### config.mk
export PLATFORM = sky130hd
export DESIGN_NAME = alu_seq_exec
export DESIGN_NICKNAME = d
export VERILOG_FILES = /design/src/rtl/alu_seq_exec.sv
export SDC_FILE = /design/constraint.sdc
export NUM_CORES = 1
export LEC_CHECK = 0
export CORE_MARGIN = 1.5
export CORE_UTILIZATION = 53
export CTS_CLUSTER_DIAMETER = 120
export DETAILED_ROUTE_END_ITERATION = 7
export PLACE_DENSITY = 0.92
export SLEW_MARGIN = 20
export SYNTH_ARGS = -nofsm -noshare
export SYNTH_HDL_FRONTEND = slang
export SYNTH_SLANG_ARGS = --single-unit
### constraint.sdc
create_clock -name clk -period 2.8 [get_ports clk]
set_input_delay 0.28 -clock clk [delete_from_list [all_inputs] [get_ports clk]]
set_output_delay 0.28 -clock clk [all_outputs]
set_load 0.02 [all_outputs]
### src/rtl/alu_seq_exec.sv
// Sequential ALU/branch execute unit with valid/ready handshake.
// Shifts retire one bit per cycle; all other codes complete in one cycle.
module alu_seq_exec (
  input  logic        clk,
  input  logic        rst,
  input  logic        flush,
  input  logic        in_valid,
  output logic        in_ready,
  input  logic [4:0]  aluctrl,
  input  logic [31:0] srca,
  input  logic [31:0] srcb,
  output logic        out_valid,
  input  logic        out_ready,
  output logic [31:0] result,
  output logic        branch_taken,
  output logic        zero,
  output logic        illegal
);

  typedef enum logic [1:0] {
    S_IDLE,
    S_SHIFT,
    S_DONE
  } state_t;

  state_t      state_q, state_d;
  logic [31:0] acc_q, acc_d;
  logic [4:0]  cnt_q, cnt_d;
  logic [1:0]  sop_q, sop_d;
  logic        sign_q, sign_d;
  logic        br_q, br_d;
  logic        ill_q, ill_d;
  logic        zero_q, zero_d;

  logic        accept;
  logic        is_shift;
  logic [4:0]  shamt;
  logic [31:0] alu_res;
  logic        alu_br;
  logic        alu_ill;
  logic [31:0] shifted;

  assign accept   = in_ready && in_valid && !flush;
  assign shamt    = srcb[4:0];
  assign is_shift = (aluctrl == 5'd5) || (aluctrl == 5'd6) ||
                    (aluctrl == 5'd7);

  always_comb begin
    alu_res = '0;
    alu_br  = 1'b0;
    alu_ill = 1'b0;
    case (aluctrl)
      5'd0:  alu_res = srca + srcb;
      5'd1:  alu_res = srca - srcb;
      5'd2:  alu_res = srca ^ srcb;
      5'd3:  alu_res = srca | srcb;
      5'd4:  alu_res = srca & srcb;
      5'd5,
      5'd6,
      5'd7:  alu_res = srca;
      5'd8:  alu_res = {31'd0, $signed(srca) < $signed(srcb)};
      5'd9:  alu_res = {31'd0, srca < srcb};
      5'd10: alu_br  = (srca == srcb);
      5'd11: alu_br  = (srca != srcb);
      5'd12: alu_br  = ($signed(srca) < $signed(srcb));
      5'd13: alu_br  = ($signed(srca) >= $signed(srcb));
      5'd14: alu_br  = (srca < srcb);
      5'd15: alu_br  = (srca >= srcb);
      5'd16: alu_res = srcb;
      default: alu_ill = 1'b1;
    endcase
  end

  // sop: 01 sll, 10 srl, 11 sra (low bits of the shift codes)
  always_comb begin
    shifted = acc_q;
    case (sop_q)
      2'b01:   shifted = {acc_q[30:0], 1'b0};
      2'b10:   shifted = {1'b0, acc_q[31:1]};
      2'b11:   shifted = {sign_q, acc_q[31:1]};
      default: shifted = acc_q;
    endcase
  end

  always_ff @(posedge clk) begin
    if (rst) begin
      state_q <= S_IDLE;
    end else begin
      state_q <= state_d;
    end
  end

  always_comb begin
    state_d = state_q;
    if (flush) begin
      state_d = S_IDLE;
    end else begin
      case (state_q)
        S_IDLE:
          if (accept)
            state_d = (is_shift && shamt != 5'd0) ? S_SHIFT : S_DONE;
        S_SHIFT:
          if (cnt_q == 5'd1) state_d = S_DONE;
        S_DONE:
          if (out_ready) state_d = S_IDLE;
        default: state_d = S_IDLE;
      endcase
    end
  end

  always_comb begin
    acc_d  = acc_q;
    cnt_d  = cnt_q;
    sop_d  = sop_q;
    sign_d = sign_q;
    br_d   = br_q;
    ill_d  = ill_q;
    zero_d = zero_q;
    if (accept) begin
      br_d  = alu_br;
      ill_d = alu_ill;
      if (is_shift && shamt != 5'd0) begin
        acc_d  = srca;
        cnt_d  = shamt;
        sop_d  = aluctrl[1:0];
        sign_d = srca[31];
        zero_d = 1'b0;
      end else begin
        acc_d  = alu_res;
        cnt_d  = 5'd0;
        zero_d = (alu_res == 32'd0);
      end
    end else if (state_q == S_SHIFT) begin
      acc_d  = shifted;
      cnt_d  = cnt_q - 5'd1;
      zero_d = (shifted == 32'd0);
    end
  end

  always_ff @(posedge clk) begin
    if (rst) begin
      acc_q  <= '0;
      cnt_q  <= '0;
      sop_q  <= '0;
      sign_q <= 1'b0;
      br_q   <= 1'b0;
      ill_q  <= 1'b0;
      zero_q <= 1'b0;
    end else begin
      acc_q  <= acc_d;
      cnt_q  <= cnt_d;
      sop_q  <= sop_d;
      sign_q <= sign_d;
      br_q   <= br_d;
      ill_q  <= ill_d;
      zero_q <= zero_d;
    end
  end

  always_comb begin
    in_ready     = (state_q == S_IDLE) && !rst;
    out_valid    = (state_q == S_DONE);
    result       = acc_q;
    branch_taken = br_q;
    zero         = zero_q;
    illegal      = ill_q;
  end

endmodule
==> results.md, run 1 <==
* Outcome: aborted with a tool error
* Failed at: global routing (5_1_grt)
* Log Error: [ERROR GRT-0116] Global routing finished with congestion. Check the congestion regions in the DRC Viewer.
* Rows at 47
* Syn Nets at 1508
* Die height at 133 um
* Vias in the first global route at 18089
* Largest net degree at the start of global routing at 47
* Register area share after synthesis at 10.0%
* Placer congestion estimate at 1.16
* Initial Util at 54.3%
* Die width at 133 um
* Clock root buffer: clkbuf_16
* Global-route wire length before repair at 111 mm
* Num ports at 111
* Post-Synthesis Cells at 1334
* Clock buffer count from CTS at 5
* Clk sinks at 45
* Post-DP HPWL at 33.6 mm
* Clock buffer depth at 2
* Ys async rst share at 0%
* Global Route Usage Sum at 80.1%
* Post-synth EDFFs at 0
* YS warnings at 0
* Port-buffer cells at 110
* Synth cell types at 96
* Mapped cell area at 9010 sq um
* H-tree depth at 2
* Pre-CTS WS at -1340 ps
* GRT overflow at 110
* Synth Register Bits at 45
* Syn avg cell area at 6.75 sq um
* Ys flop type: dfxtp_1
## cell usage after synthesis (6+ instances only)
cell type	count	area, sq um
mux2i_1	12	120
nor3_1	47	235
a31oi_1	22	138
a221o_1	11	110
o221ai_1	11	96.3
o21bai_1	8	60.1
nand4_1	18	113
dfxtp_1	45	901
ha_1	98	1230
nand3_1	33	165
clkbuf_8	10	138
or4_1	7	52.6
nor2b_1	27	169
buf_2	10	50.1
a21oi_1	107	536
a21o_1	9	67.6
nand2b_1	8	50.1
clkbuf_1	64	240
xnor2_1	12	105
o22ai_1	10	62.6
o211ai_1	28	210
nor2_1	158	593
a22oi_1	29	218
and2_1	8	50.1
a211oi_1	35	263
nor4_1	28	175
o21ai_0	81	405
nand2_1	105	394
or3_1	6	37.5
a221oi_1	13	114
buf_1	6	22.5
and3_1	10	62.6
o21a_1	7	52.6
inv_1	95	357
o31ai_1	14	105
## cell families after synthesis
logic type	share of synthesized area, %
buffers and inverters	9.97
XOR/XNOR	1.65
multiplexers	1.58
flip-flops	10.0
AND/OR/NAND/NOR	26.3
AO/OA/AOI/OAI	36.5
adder cells (fa/ha/maj)	14.1
## per-stage QoR
| stage | setup TNS (ps) | instances | hold slack (ps) | area [sq um] |
|---|---|---|---|---|
| floorplan | -130 | 1334 | 357 | 9140 |
| global placement | -17070 | 1975 | 454 | 13100 |
| detailed placement | -23700 | 1975 | 478 | 13100 |
| CTS | -983 | 2048 | 367 | 14800 |
## metal layers
layer  overflow  global-route usage [%]
met5          0                    17.8
met4         34                    83.3
met3          2                    67.0
met2         73                    94.0
met1          1                    80.9
## timing repair
| item | CTS |
|---|---|
| pin swaps | 105 |
| setup buffers | 69 |
| setup endpoints to repair | 28 |
| resized for setup | 358 |
| hold buffers | 0 |
==> inputs of run 2 (changes only) <==
CORE_UTILIZATION = 40   (was 53)
CTS_CLUSTER_DIAMETER = not set   (was 120)
PLACE_DENSITY = not set   (was 0.92)
PLACE_DENSITY_LB_ADDON = 0.15   (was not set)
clock period = 3.6 ns   (was 2.8 ns; I/O delays follow)
==> results.md, run 2 <==
* Worst hold path startpoint: illegal
* Internal at 1.79 mW
* Combinational share of power at 60.3%
* Global-route wire length before repair at 59.9 mm
* CP required at 3850 ps
* Worst Tran Pin Value at 737 ps
* Fmax achieved at 0.281 GHz
* Reg clk slew, reported paths at 70 ps
* Max_slew headroom at 50.7%
* Worst-skew pair later-pin latency at 300 ps
* Setup Viol. Count Final at 0
* Post-Synthesis Cells at 1334
* Failing checks: DRC
* Clk sinks at 45
* H-tree depth at 2
* First-pass iteration count of the detailed router at 7
* Die width at 153 um
* Final min period at 3560 ps
* Crit-path slowest cell: or4_4
* Vias/cell at 5.95
* Antenna violations before repair at 0
* Dominant cell type by area after synthesis: ha_1
* Placed Instances at 1954
* Worst R2R Setup Slack at 860 ps
* Sw Share at 39.9%
* Commonest non-fill, non-tap cells in the layout: 331 x buf_4, 155 x nor2_1, 103 x nand2_1
* Crit path kind: input port to flip-flop
* Top-count cell post-synth: nor2_1
* Clock buffer count from CTS at 5
* Max-cap violations at 0
* Nets at 1866
* Core Area at 22000 sq um
* Ys async rst share at 0%
* Synth Register Bits at 45
* Syn Nets at 1508
* CP cell instances: clkdlybuf4s15_1 -> ha_4 -> fa_2 -> mux2_4 -> a22o_1 -> a211o_1 -> or4_4 -> nor4_4 -> buf_4 -> nand4_1 -> nor4_2 -> and4_1 -> a41o_1
* Syn avg cell area at 6.75 sq um
* CP max FO at 3
* Vias at 11745
* Die area at 23400 sq um
* Reg2reg start: state_q[0]
* Mapped cell area at 9010 sq um
* Element type at the critical path end: flip-flop
* Clock root buffer: clkbuf_16
* GRT overflow at 0
* Post-DP HPWL at 30.5 mm
* Leading post-synthesis cells by cell area: ha_1 14%, dfxtp_1 10%, nor2_1 6.6%, a21oi_1 5.9%, o21ai_0 4.5%
* Initial Util at 41.0%
* WHS Endpoint: illegal
* Fin cells at 1973
* Post-DRT Antenna Nets at 0
* Worst hold-check path type: flip-flop to flip-flop
* Die height at 153 um
* Post-synth top cells: 158 x nor2_1, 107 x a21oi_1, 105 x nand2_1
* Register area share after synthesis at 10.0%
* Port-buffer cells at 110
* Clock buffer depth at 2
* Critical Path Start Type: input port
* RSZ-0062 raised after global routing: yes
* Final Hold Viols at 0
* Leakage at 5.84 nW
* Placer congestion estimate at 1.00
* Pwr dens at 223 nW/um^2
* Hold slack at 475 ps
* Synth top area share at 13.6%
* Synth cell types at 96
* Slew Limit Fails at 0
* Largest net degree at the start of global routing at 46
* Max IR drop VDD at 0.206 mV
* Fin crit share at 98.9%
* Psw at 1.19 mW
* # DRC at 9
* Global Route Usage Sum at 31.6%
* Vias in the first global route at 10903
* Outcome: finished, violations left
* Post-synth EDFFs at 0
* Max reg flops at 32
* Wire length per cell at 19.5 um
* R2r endpoint: zero
* Worst path arrival time at 3800 ps
* Ys flop type: dfxtp_1
* YS warnings at 0
* Layout area overhead at 48.7%
* Diode count at 0
* Num ports at 111
* CTS tree: built
* Layout cell share with drive strength beyond 1 at 28.2%
* Worst Skew at 8.12 ps
* Commonest non-fill, non-tap cell in the layout: buf_4
* Path depth of the worst reg2reg path at 12
* Crit path largest cell delay at 530 ps
* Clock share of power at 20.5%
* Final wirelength at 38.4 mm
* Initial DRC Count at 942
* Worst hold path depth at 2
* Rows at 54
* Seq pwr share at 19.2%
==> run 2: per-layer routing <==
layer	part of all wire [%]	global-route usage, %	up-vias
met2	45	50.9	533
met1	46	44.3	5462
met3	6.5	2.04	74
met5	0	0	-
li1	-	-	5676
met4	3.3	11.3	0
==> run 2: cells by family after synthesis <==
logic type | after synthesis | share of synthesized area (%)
AND/OR/NAND/NOR | 487 | 26.3
adder cells (fa/ha/maj) | 100 | 14.1
multiplexers | 14 | 1.58
XOR/XNOR | 17 | 1.65
buffers and inverters | 196 | 9.97
flip-flops | 45 | 10.0
AO/OA/AOI/OAI | 475 | 36.5
==> run 2: power by group through the flow <==
stage | logic [mW] | registers, mW | clock network, mW
finish | 1.80 | 0.573 | 0.611
global route | 1.93 | 0.576 | 0.639
CTS | 1.67 | 0.570 | 0.614
detailed placement | 1.63 | 0.582 | 0
global placement | 1.62 | 0.582 | 0
floorplan | 0.815 | 0.595 | 0
==> run 2: worst max-delay path by stage <==
stage                           from   end  slack (ps)  cells past startpoint
after global routing      aluctrl[1]  zero        -100                     13
after floorplan              srca[0]  zero         450                     13
after CTS                    srcb[6]  zero           3                     17
after detailed placement     srca[0]  zero        -620                     17
after global placement       srca[0]  zero        -710                     17
final                        srca[0]  zero          40                     13
==> run 2: critical path: cells and delay by family <==
family                     cells  cell delay (ps)
AOI/OAI and AO/OA              3              640
adders and majority gates      2              670
buffers and inverters          2              400
muxes                          1              280
and+or+nand+nor                5             1450
==> run 2: what timing repair did <==
item | in CTS | in global routing
endpoints found under the setup margin | 7 | 10
resized for setup | 43 | 104
buffers inserted | 3 | 10
pin swaps | 22 | 48
cloned | 0 | 0
hold buffers | 0 | 0
==> run 2: layout make-up <==
class	count	area, sq um
inverter	96	360
multi-input combinational	1093	7810
clock buffer	5	125
timing repair buffer	451	3770
sequential	45	902
clock inverter	3	68.8
tap	280	350
fill	2091	8570
==> run 2: stage by stage <==
| step | total power, mW | utilization, % | TNS (ps) | setup slack [ps] | area [sq um] |
|---|---|---|---|---|---|
| floorplan | 1.41 | - | 0 | 452 | 9010 |
| global placement | 2.20 | 56.8 | -4970 | -712 | 12500 |
| detailed placement | 2.21 | 56.8 | -5140 | -624 | 12500 |
| CTS | 2.85 | 58.6 | 0 | 2.89 | 12900 |
| global route | 3.15 | 61.0 | -109 | -99.7 | 13400 |
| finish | 2.98 | 61.0 | 0 | 41.0 | 13400 |
Note: power is estimated with default switching activity, not from simulation.
==> inputs of run 3 (changes only) <==
CAP_MARGIN = 20   (was not set)
==> results of run 3 <==
Same layout as run 2: the final DEF is identical, and so are final timing and power.
==> RTL edit 1, RTL diff (config.mk and constraints of run 3) <==
Make the reset (`rst`) asynchronous in 2 clocked blocks.
--- a/src/rtl/alu_seq_exec.sv
+++ b/src/rtl/alu_seq_exec.sv
@@ -82,7 +82,7 @@
     endcase
   end
 
-  always_ff @(posedge clk) begin
+  always_ff @(posedge clk or posedge rst) begin
     if (rst) begin
       state_q <= S_IDLE;
     end else begin
@@ -137,7 +137,7 @@
     end
   end
 
-  always_ff @(posedge clk) begin
+  always_ff @(posedge clk or posedge rst) begin
     if (rst) begin
       acc_q  <= '0;
       cnt_q  <= '0;
Function: differs if rst is asserted again (counterexample within 4 cycles, from zero or initial values and one cycle with rst high); with rst held inactive, the same outputs for 10 cycles.
==> RTL edit 1 against run 3 <==
  * Total power rose by 55%
  * Synthesized area rose by 2.4%
  * Via count grew 8.1%
  * Sequential cell count unchanged
  * Count of clock-buffer cells in the layout is 1 higher
  * Worst setup slack worse by 0.0046 ns
  * Final area is 12% higher
  * Wire length up 15%
  * Clock power down 27%
==> RTL edit 1: results (changes against run 3) <==
The total cell area at the placement stage is 0.01356 mm² (+8.7%), and the clock skew is 0.01015 ns (+0.002031 ns). Detailed-route vias per instance: 5.984 (+0.52%). The sum of met2 wire segment lengths after detailed routing was 19690 µm (+15%).

The run finished with clean final reports. The logs give 6.745 nW (+16%) for the leakage power of the design and 6 (+1) for the clock buffer instance count of the final layout. The share of synthesized cell area in full adder, half adder and majority cells works out to 13.73% (-0.33 points).

The logs give 6 (-1) for the first-pass iteration count of the detailed router and -0.8336 ns (-0.2098 ns) for the pre-CTS setup slack. The worst-case register-to-register setup slack came out at 0.69 ns (-0.17 ns). For the post-synth net total, the log shows 1528 (+1.3%).

The register area was 0.001127 mm² (+25%). The number of violations reported at the end of detailed-routing iteration 0 came out at 1068 (+13%). The tools report the total global routing track utilization as 35.30% (+3.7 points).

The cell family contributing the most delay on the critical path is compound AO/OA/AOI/OAI gates. The top fanout value on the critical path is 9 (+6). End of the worst register-to-register path: zero.

The clock network area share was 0.9293% (-0.52 points); the average wire length per cell after detail routing was 20.78 µm (+6.7%). The global-route wire length before repair is 66310 µm (+11%), and the multi-input gate share of the layout cell area is 55.62% (-2.7 points). The met1 routed wirelength after detailed routing was 19670 µm (+12%); the layout filler cell count was 2065 (-1.2%).

The fmax is 280.6 MHz (-0.13%), and the cell count of the worst reg-to-reg path is 10 (-2). The number of inverters outside the clock class in the layout works out to 104 (+8.3%). In this run the most critical hold path is launched from sign_q.

The complex-gate fraction of the synthesized area was 36.23% (-0.25 points); the number of signal-net buffers in the layout was 567 (+26%). The tightest slew margin relative to the limit is 49.32% (-1.4 points). The largest individual stage delay along the critical path comes from the cell sky130_fd_sc_hd__clkdlybuf4s50_1. The worst hold path terminates at sign_q. The proportion of power drawn by combinational gates was 68.1% (+7.8 points); the post-cts sizing count was 111 (+160%).

The non-clock buffering overhead in the final layout works out to 30.91% (+2.7 points). The total setup buffers inserted after CTS was 8 (+5); the synthesized-area fraction occupied by xor and xnor cells was 1.709% (+0.056 points).
RTL edit 1: changes by cell type in the layout (fill, tap and decap cells not counted), sizes merged, moves of 8 or more:
cell / run 3 / this run
nand2: 106 / 127
o211ai: 29 / 16
buf: 342 / 459
dlygate4sd2: 1 / 15
mux2i: 12 / 25
dfrtp: 0 / 45
o31ai: 15 / 23
clkdlybuf4s50: 95 / 77
nor2: 158 / 124
o21bai: 8 / 17
a21oi: 110 / 140
a2111oi: 7 / 20
dfxtp: 45 / 0
RTL edit 1: stage by stage:
stage | TNS (ns) | std cells | hold slack (ns) | utilization, %
finish | 0 | 2121 | 0.4834 | 66.01
global placement | -6.806 | 2081 | 0.4650 | 59.89
CTS | 0 | 2097 | 0.4873 | 62.57
detailed placement | -7.709 | 2081 | 0.4727 | 59.89
floorplan | 0 | 1354 | 0.4326 | -
global route | -0.1261 | 2121 | 0.5204 | 66.01
==> RTL edit 2, RTL diff (config.mk and constraints of run 3) <==
Without the edit above. Remove the case item `5'd1` of the case on `aluctrl`.
--- a/src/rtl/alu_seq_exec.sv
+++ b/src/rtl/alu_seq_exec.sv
@@ -51,7 +51,6 @@
     alu_ill = 1'b0;
     case (aluctrl)
       5'd0:  alu_res = srca + srcb;
-      5'd1:  alu_res = srca - srcb;
       5'd2:  alu_res = srca ^ srcb;
       5'd3:  alu_res = srca | srcb;
       5'd4:  alu_res = srca & srcb;
Check against the original RTL: not equivalent (Yosys sat finds a counterexample within 4 cycles, from zero or initial values and one cycle with rst high).
==> RTL edit 2 against run 3 <==
  * The flow still finishes with violations (design-rule violations)
  * Synthesized cell count is 19% lower
  * Wire length is 23% lower
  * Worst setup slack better by 0.020 ns
  * Total power is 20% lower
  * Sequential cell count stayed put
  * Synthesized area is 17% lower
  * Final area is 18% lower
  * Count of clock-buffer cells in the layout is 1 higher
  * Critical path type unchanged
  * Largest power group unchanged
==> RTL edit 2: results (changes against run 3) <==
The flow ran to the end, but the final reports show violations. The final reports fail on design-rule violations. Post-synth net total: 1253 (-17%). The total cell area at the placement stage came out at 0.01061 mm² (-15%). The run gives 46640 µm (-22%) as the global-route wire length before repair. In the synthesized netlist, the cells that appear most often are sky130_fd_sc_hd__a21oi_1, sky130_fd_sc_hd__nor2_1, sky130_fd_sc_hd__ha_1, sky130_fd_sc_hd__inv_1, sky130_fd_sc_hd__clkbuf_1. Number of global-route vias before repair: 8649 (-21%). The layout filler cell count is 1738 (-17%), and the multi-input gate count is 860 (-21%).

The synthesized-area fraction occupied by xor and xnor cells is 2.116% (+0.46 points). The complex-gate fraction of the synthesized area was 33.33% (-3.1 points); the cell count of the worst reg-to-reg path was 8 (-4). The tools report the total global routing track utilization as 29.87% (-1.7 points). The tools report the first-pass iteration count of the detailed router as 8 (+1).

The tools report the aggregate routed wire length as 29650 µm (-23%). The logs give 71 (-26%) for the number of distinct library cells after synthesis and 23910 µm (-22%) for the placed wire-length estimate after detailed placement. The multi-input gate share of the layout cell area is 55.26% (-3.1 points), and the ratio of final minimum period to clock period is 98.31% (-0.55 points). In this run the most critical hold path is launched from sign_q.

For the clock skew, the log shows 0.005438 ns (-0.002681 ns). For the global-route met2 utilization, the log shows 45.80% (-5.1 points). The leakage power of the design came out at 4.926 nW (-16%). The run gives 11 (+2) as the final routed DRC violation total.

The worst hold path terminates at sign_q. The share of synthesized cell area in full adder, half adder and majority cells works out to 16.89% (+2.8 points). The largest vdd supply drop was 163.8 µV (-20%); the tightest hold margin was 0.4641 ns (-0.01077 ns). The number of signal-net buffers in the layout is 386 (-14%), and the fraction of the yosys area taken by sequential cells is 12.09% (+2.1 points).

The logs give 9329 (-21%) for the total number of vias and 6 (+1) for the clock buffer instance count of the final layout. The detailed-route vias per instance is 5.762 (-3.2%).
RTL edit 2: cell count changes after synthesis, moves of 24 or more:
cell,delta
sky130_fd_sc_hd__a221oi_1,+24
sky130_fd_sc_hd__o21ai_0,-36
sky130_fd_sc_hd__nand2_1,-52
sky130_fd_sc_hd__nor2_1,-32
sky130_fd_sc_hd__mux2i_1,+32
sky130_fd_sc_hd__a21oi_1,+33
RTL edit 2: logic make-up after synthesis:
logic type | after synthesis
flops | 45
xor+xnor | 18
buf+inv | 174
compound gates | 375
mux | 46
fa+ha+maj | 100
simple gates | 321
RTL edit 2: routing by layer:
metal	routed length [µm]	share of wire, %
met2	12720	43
met4	580	2.0
met5	0	0
met3	2336	7.9
met1	14000	47
RTL edit 2: power by group:
group	switching, mW	internal, mW
clock	0.207	0.347
sequential	0.0331	0.523
combinational	0.656	0.618
RTL edit 2: timing repair:
action | in CTS | in global routing
pin swaps | 5 | 8
gates resized for setup | 10 | 24
buffers inserted | 2 | 0
endpoints found under the setup margin | 1 | 13
